**config.mk**
```make
export PLATFORM = sky130hd
export DESIGN_NAME = iq_interp_up
export DESIGN_NICKNAME = d
export VERILOG_FILES = /design/src/rtl/iq_interp_up.sv
export SDC_FILE = /design/constraint.sdc
export NUM_CORES = 1
export LEC_CHECK = 0
export ABC_AREA = 0
export CAP_MARGIN = 20
export CORE_UTILIZATION = 50
export DETAILED_ROUTE_END_ITERATION = 8
export DONT_BUFFER_PORTS = 1
export PLACE_DENSITY_LB_ADDON = 0.1
export SYNTH_ARGS = -nofsm -noshare
export SYNTH_HDL_FRONTEND = slang
export SYNTH_SLANG_ARGS = --single-unit
```
**constraint.sdc**
```tcl
create_clock -name clk_in -period 6.6 [get_ports clk_in]
set_clock_uncertainty 0.1 [all_clocks]
set_input_delay 0.33 -clock clk_in [delete_from_list [all_inputs] [get_ports clk_in]]
set_output_delay 0.33 -clock clk_in [all_outputs]
set_load 0.05 [all_outputs]
```
**src/rtl/iq_interp_up.sv**
```systemverilog
// Dual (I/Q) 3-stage CIC interpolator with runtime ratio N and a valid/ready input slot.
// Optional macro IQ_INTERP_SAT_EN: output slice saturates instead of wrapping.
module iq_interp_up #(
    parameter int CNT_WIDTH    = 8,
    parameter int INPUT_WIDTH  = 12,
    parameter int OUTPUT_WIDTH = 12,
    parameter int GAIN_SHIFT   = 0
) (
    input  logic                           clk_in,
    input  logic                           RST,
    input  logic        [CNT_WIDTH-1:0]    N,
    input  logic                           in_valid,
    output logic                           in_ready,
    input  logic signed [INPUT_WIDTH-1:0]  I_IN,
    input  logic signed [INPUT_WIDTH-1:0]  Q_IN,
    output logic                           out_valid,
    output logic signed [OUTPUT_WIDTH-1:0] I_OUT,
    output logic signed [OUTPUT_WIDTH-1:0] Q_OUT,
    output logic                           underrun
);
    localparam int ACC_WIDTH = INPUT_WIDTH + 2*CNT_WIDTH + 2;

    // state | meaning
    // IDLE  | waiting for the first sample; in_ready high once out of reset
    // RUN   | phase counter cycling, one input slot per N_eff output cycles
    typedef enum logic {IDLE, RUN} state_t;

    state_t                 state, state_next;
    logic                   armed;
    logic [CNT_WIDTH-1:0]   phase, phase_next, n_eff, n_eff_next, n_sel;
    logic                   accept, slot, slot_d;
    logic [3:0]             run_sr;

    logic signed [ACC_WIDTH-1:0] x     [2];
    logic signed [ACC_WIDTH-1:0] d1    [2];
    logic signed [ACC_WIDTH-1:0] d2    [2];
    logic signed [ACC_WIDTH-1:0] d3    [2];
    logic signed [ACC_WIDTH-1:0] dly   [2][3];
    logic signed [ACC_WIDTH-1:0] comb_reg [2];
    logic signed [ACC_WIDTH-1:0] integ [2][3];

    function automatic logic signed [OUTPUT_WIDTH-1:0] out_slice(input logic signed [ACC_WIDTH-1:0] v);
`ifdef IQ_INTERP_SAT_EN
        logic signed [ACC_WIDTH-1:0] upper;
        upper = v >>> (GAIN_SHIFT + OUTPUT_WIDTH - 1);
        if (upper != '0 && upper != '1)
            return v[ACC_WIDTH-1] ? {1'b1, {(OUTPUT_WIDTH-1){1'b0}}} : {1'b0, {(OUTPUT_WIDTH-1){1'b1}}};
`endif
        return v[GAIN_SHIFT +: OUTPUT_WIDTH];
    endfunction

    always_comb begin
        n_sel      = (N == '0 || N == CNT_WIDTH'(1)) ? CNT_WIDTH'(1) : N;
        state_next = state;
        phase_next = phase;
        n_eff_next = n_eff;
        in_ready   = 1'b0;
        case (state)
            IDLE: begin
                in_ready = armed;
                if (in_valid && armed) begin
                    state_next = RUN;
                    n_eff_next = n_sel;
                    phase_next = (n_sel == CNT_WIDTH'(1)) ? '0 : CNT_WIDTH'(1);
                end
            end
            RUN: begin
                in_ready = (phase == '0);
                // Ratio changes only land on a block boundary.
                if (phase == n_eff - CNT_WIDTH'(1)) begin
                    phase_next = '0;
                    n_eff_next = n_sel;
                end else begin
                    phase_next = phase + CNT_WIDTH'(1);
                end
            end
            default: state_next = IDLE;
        endcase
        accept = in_valid & in_ready;
        slot   = accept | (state == RUN && phase == '0);
    end

    always_comb begin
        x[0] = accept ? {{(ACC_WIDTH-INPUT_WIDTH){I_IN[INPUT_WIDTH-1]}}, I_IN} : '0;
        x[1] = accept ? {{(ACC_WIDTH-INPUT_WIDTH){Q_IN[INPUT_WIDTH-1]}}, Q_IN} : '0;
        for (int ch = 0; ch < 2; ch++) begin
            d1[ch] = x[ch]  - dly[ch][0];
            d2[ch] = d1[ch] - dly[ch][1];
            d3[ch] = d2[ch] - dly[ch][2];
        end
    end

    always_ff @(posedge clk_in) begin
        if (RST) begin
            state     <= IDLE;
            armed     <= 1'b0;
            phase     <= '0;
            n_eff     <= CNT_WIDTH'(1);
            slot_d    <= 1'b0;
            run_sr    <= '0;
            underrun  <= 1'b0;
            I_OUT     <= '0;
            Q_OUT     <= '0;
            for (int ch = 0; ch < 2; ch++) begin
                comb_reg[ch] <= '0;
                for (int s = 0; s < 3; s++) begin
                    dly[ch][s]   <= '0;
                    integ[ch][s] <= '0;
                end
            end
        end else begin
            state  <= state_next;
            armed  <= 1'b1;
            phase  <= phase_next;
            n_eff  <= n_eff_next;
            slot_d <= slot;
            run_sr <= {run_sr[2:0], state == RUN};
            if (state == RUN && phase == '0 && !in_valid)
                underrun <= 1'b1;
            for (int ch = 0; ch < 2; ch++) begin
                if (slot) begin
                    dly[ch][0]   <= x[ch];
                    dly[ch][1]   <= d1[ch];
                    dly[ch][2]   <= d2[ch];
                    comb_reg[ch] <= d3[ch];
                end
                // Zero-stuffing: the comb result enters integrator 1 only once per slot.
                if (state == RUN) begin
                    integ[ch][0] <= integ[ch][0] + (slot_d ? comb_reg[ch] : '0);
                    integ[ch][1] <= integ[ch][1] + integ[ch][0];
                    integ[ch][2] <= integ[ch][2] + integ[ch][1];
                end
            end
            I_OUT <= out_slice(integ[0][2]);
            Q_OUT <= out_slice(integ[1][2]);
        end
    end

    assign out_valid = run_sr[3];

endmodule

```
== Word level (Yosys, flattened, before mapping) ==
Memory sizes are Yosys's and may differ from the RTL's.
Cells that the tools add are included.
Widths: inputs -> output; s select.
Storage, ports and cells
  register bits after elaboration: 48
  bits in latches: 0
  RAM bits: 420
  memory bits (read-only): 0
  bits of input ports: 35
  output and inout bits: 27
  logic and storage cells: 94
  memories: 3
Memories
  dly: depth 2, bits a word 90, read ports 2, clocked after memory_dff 0, wr ports 2, line 38  | logic signed [ACC_WIDTH-1:0] dly [2][3];
  integ: depth 2, bits a word 90, read ports 2, clocked after memory_dff 0, wr ports 2, line 40  | logic signed [ACC_WIDTH-1:0] integ [2][3];
  comb_reg: depth 2, bits a word 30, read ports 2, clocked after memory_dff 0, wr ports 2, line 39  | logic signed [ACC_WIDTH-1:0] comb_reg [2];
Operators by class
  add/subtract/negate cells: 14
  multiply operators: 0
  divide/modulo/power cells: 0
  magnitude comparators: 0
  equal/unequal tests: 5
  shift-type cells: 0
  multiplexer cells: 38
  bitwise gates (word level): 17
  reduce and logical (&&, ||, !) cells: 8
Operators by type and width (number)
  $mux 30: 18
  $add 30x30->30: 6
  $sub 30x30->30: 6
  $mux 8: 5
  $pmux 8 s2: 2
  $eq 8x1->1 const B: 2
  $logic_not 8->1: 2
  $or 1x1->1: 15
  $mux 1: 12
  $add 8x1->8 const B: 1
  $eq 8x8->1: 1
  $sub 8x1->8 const B: 1
  $logic_and 1x1->1: 3
  $ne 2x1->1 const B: 1
  $ne 2x2->1 const B: 1
  $pmux 1 s2: 1
  $reduce_and 2->1: 1
  $and 1x1->1: 1
  $logic_not 1->1: 1
  $logic_or 1x1->1: 1
  $not 1->1: 1

== Longest topological paths before layout ==
  depth after elaboration: 8
  mapped depth: 28
  mapped depth without buffers: 27

== Least setup slack after synthesis ==
Ideal clock, no wire load.
  path type: register to register
  from: reg phase[0]
  to: mem comb_reg[0][41] in the netlist's numbering, data pin
  setup time: 0.266 ns
  arrival: 5.024 ns
  required time: 6.234 ns
  setup slack: 1.210 ns
  stages on the path, launching flop included: 28
  buffers on the path: 1
  period minus slack after synthesis: 5.390 ns
  cells stage by stage: dfxtp_1 -> inv_1 -> ha_1 -> a41o_2 -> buf_2 -> and2_1 -> nand2_1 -> ha_1 -> inv_1 -> fa_1 -> a21o_1 -> a21oi_1 -> nor2b_1 -> o21a_1 -> o41ai_1 -> xnor2_1 -> ha_1 -> nand3_1 -> a211oi_1 -> or3_1 -> xor2_1 -> ha_1 -> o21a_1 -> nor2_1 -> a21oi_1 -> xor2_1 -> xnor2_1 -> nor2_1
RTL lines
  from (decl): line 30  | logic [CNT_WIDTH-1:0] phase, phase_next, n_eff, n_eff_next, n_sel;
  from (signal assigned): line 114  | phase <= phase_next;
  to (decl): line 39

==> flow_summary.yaml <==
sta:
  worst_pin_slew_ps: 895
  timing_hold_violations_final: 0
  slew_headroom_pct: 40.3
  post-route-period-util_pct: 86.3
  period_needed_ps: 5700
  fin_tns_setup_ps: 0
  setup_viol: 0
  slew_viol_final: 0
  fmax_ghz: 0.176
  rsz0062_at_grt: "no"
pwr:
  p_sw_uw: 1630
  vdd_ir_drop_max_uv: 199
  power_frac_clock_pct: 27.7
  p_leak_uw: 0.00651
  power_uw: 4980
  swShare_pct: 32.6
  p_int_uw: 3360
  power_density_nw_per_um2: 332
  combPwrFrac_pct: 37.2
  seqPwrFrac_pct: 35.1
final_layout:
  syn2layout_area_growth_pct: 9.96
  final_cell_mix: "edfxtp_1, nor2_1, ha_1, inv_1, xnor2_1"
  final_common_cell: "edfxtp_1"
  layout.area.seq_um2: 6010
  nFillCells: 2341
  fin_nets: 1548
  multiInputGateArea_um2: 7080
  drive_above_1_share_pct: 4.55
placement:
  place_congestion: 0.818
  hpwl_um: 16000
  io_buffers: 0
worst_setup_path:
  crit_path_end_kind: "register"
  crit_slowest_cell: "fa_1"
  crit_chain: "inv_1 -> ha_1 -> a41o_2 -> buf_4 -> and3_1 -> fa_1 -> a21o_1 -> a21oi_1 -> nor2b_1 -> o21a_1 -> o41ai_1 -> xnor2_1 -> ha_1 -> nand3_1 -> a211oi_1 -> or3_1 -> xor2_1 -> ha_1 -> o21a_1 -> nor2_1 -> a21oi_1 -> xor2_1 -> xnor2_1 -> nor2_1"
  arrival_ps: 5860
  regToRegStartpoint: "phase[0]"
  crit_path_start_kind: "register"
  cp.required_ps: 6770
  slowest_delay_ps: 460
  crit_top_cell: "ha_1"
  critPathMaxFanout: 17
  crit_start: "phase[0]"
  worstSetupPathType: "reg -> reg"
yosys:
  synthArstFlopShare_pct: 0
  synthFlopType: "edfxtp_1"
  synth-edff-count: 168
  ys_types: 60
  yosys_warnings: 0
  synthesis.area_um2: 13600
  synth_fp_nets: 1529
  synth-simple-area-share_pct: 17.5
  synth-xor-area-share_pct: 7.56
  yosys.area_share.adder_pct: 14.1
  syn_inst: 1347
  ys_seq_elements: 216
  ys_seq_area_share_pct: 44.0
  synth_area_per_cell_um2: 10.1
  synth-compound-area-share_pct: 11.9
  synth_top_family_by_area: "simple AND/OR/NAND/NOR gates"
  synthMuxAreaShare_pct: 0.660
global_routing:
  grt_pass1_wl_um: 40200
  grt_usage_pct: 17.1
  grt_pass1_vias: 8780
  grt_max_degree: 73
  grt_overflow_total: 0
  grt_antenna_before_repair: 0
floorplanning:
  row_count: 60
  core_area_um2: 26900
  start_util_pct: 50.8
  dieArea_um2: 28000
  die_y_um: 167
  die_width_um: 167
  ioPinCount: 62
clock_tree:
  clockRootBuffer: "clkbuf_16"
  cts_htree_levels: 1
  clkSinkCount: 216
  cts_buffers: 26
  post_cts_resize_count: 0
  cts_setup_buffers: 0
  clk_latency_ps: 530
  path_clk_slew_ps: 60
  cts_buffer_depth: 3
  cts_tree: "done"
detailed_routing:
  wirelength_um: 22700
  first_pass_iters: 4
  avgRoutedWirePerCell_um: 13.1
  final_antenna_net_count: 0
  vias_per_cell: 5.22
  drt_iter0_drc: 444
  drc_errors: 0
  vias: 9014
min_path:
  hp-start: "RST"
  min_path_type: "in -> reg"
run_status:
  status: "finished, final reports clean"
run:
  max_cap_viol_count: 0
==> layer usage <==
metal / track usage (%) / part of all wire (%)
met1: 22.4 / 49
met2: 29.4 / 46
met3: 2.22 / 2.6
met4: 5.03 / 2.8
met5: 0 / 0
==> timing repair <==
action	4_1_cts	5_1_grt
endpoints found under the hold margin	44	0
endpoints found under the setup margin	0	0
hold buffers	16	0
==> path summary, 6_finish.rpt <==
check / endpoint / slack [ps] / cells after the start
setup / recovery: comb_reg[0][41] / 900 / 24
hold / removal: phase[5] / 40 / 3
setup reg to reg: comb_reg[0][41] / 900 / 24
hold reg to reg: run_sr[1] / 330 / 1
==> cells in the mapped netlist (4+ instances only) <==
library cell	instances	share of area [%]
and2_1	59	2.7
ha_1	135	12
nand4_1	5	0.23
a31oi_1	15	0.69
edfxtp_1	168	37
o31ai_1	8	0.44
o21ai_0	58	2.1
a21o_1	42	2.3
o31a_1	5	0.32
nor2_1	152	4.2
o21a_1	19	1.0
nor2b_1	54	2.5
a21boi_0	4	0.22
fa_1	12	1.8
nor3b_1	6	0.33
nand2_1	31	0.85
a21oi_1	66	2.4
o21bai_1	6	0.33
nor3_1	35	1.3
mux2i_1	9	0.66
o41ai_1	4	0.26
dfxtp_1	48	7.0
or2_2	6	0.28
inv_1	116	3.2
nand2b_1	22	1.0
and3_1	60	2.8
nand3_1	11	0.40
clkbuf_1	28	0.77
xor2_1	40	2.6
xnor2_1	74	4.8
or3_1	4	0.18
buf_2	4	0.15
==> cell type report <==
type	count	area share, %
multi-input cells	982	47.2
flip-flops and latches	216	40.0
clock buffers	41	4.92
inverters	116	2.90
well taps	341	2.84
repair buffers	24	1.52
clock inverters	7	0.575
diodes	1	0.0167
==> per-stage QoR <==
step	utilization [%]	hold slack, ps	instance area [um2]	setup WS, ps	std cells
3_5_place_dp	52.1	307	14000	868	1662
5_1_grt	55.8	61.6	15000	385	1727
2_1_floorplan	-	314	13600	1210	1347
4_1_cts	55.8	13.2	15000	840	1726
3_3_place_gp	52.1	306	14000	955	1662
6_report	55.8	42.2	15000	902	1728
==> power by group through the flow <==
stage	Clock (uW)	Sequential, uW	Combinational, uW
after floorplan	0	1760	1560
after global placement	0	1770	1810
after detailed placement	0	1780	1840
after CTS	1420	1750	1870
after global routing	1470	1770	2130
final	1380	1750	1860
==> worst max-delay path: cells and delay by family (launching register included) <==
kind / cells / cell delay, ps
compound gates: 8 / 1870
fa+ha+maj: 4 / 1350
simple gates: 6 / 730
xor+xnor: 4 / 640
flops: 1 / 420
buf+inv: 2 / 330
==> cell families after synthesis <==
kind of cell | Yosys count
xor+xnor | 116
compound gates | 253
flops | 216
simple gates | 457
fa+ha+maj | 147
buf+inv | 149
mux | 9
No activity file was read; power rests on OpenSTA's default activity.
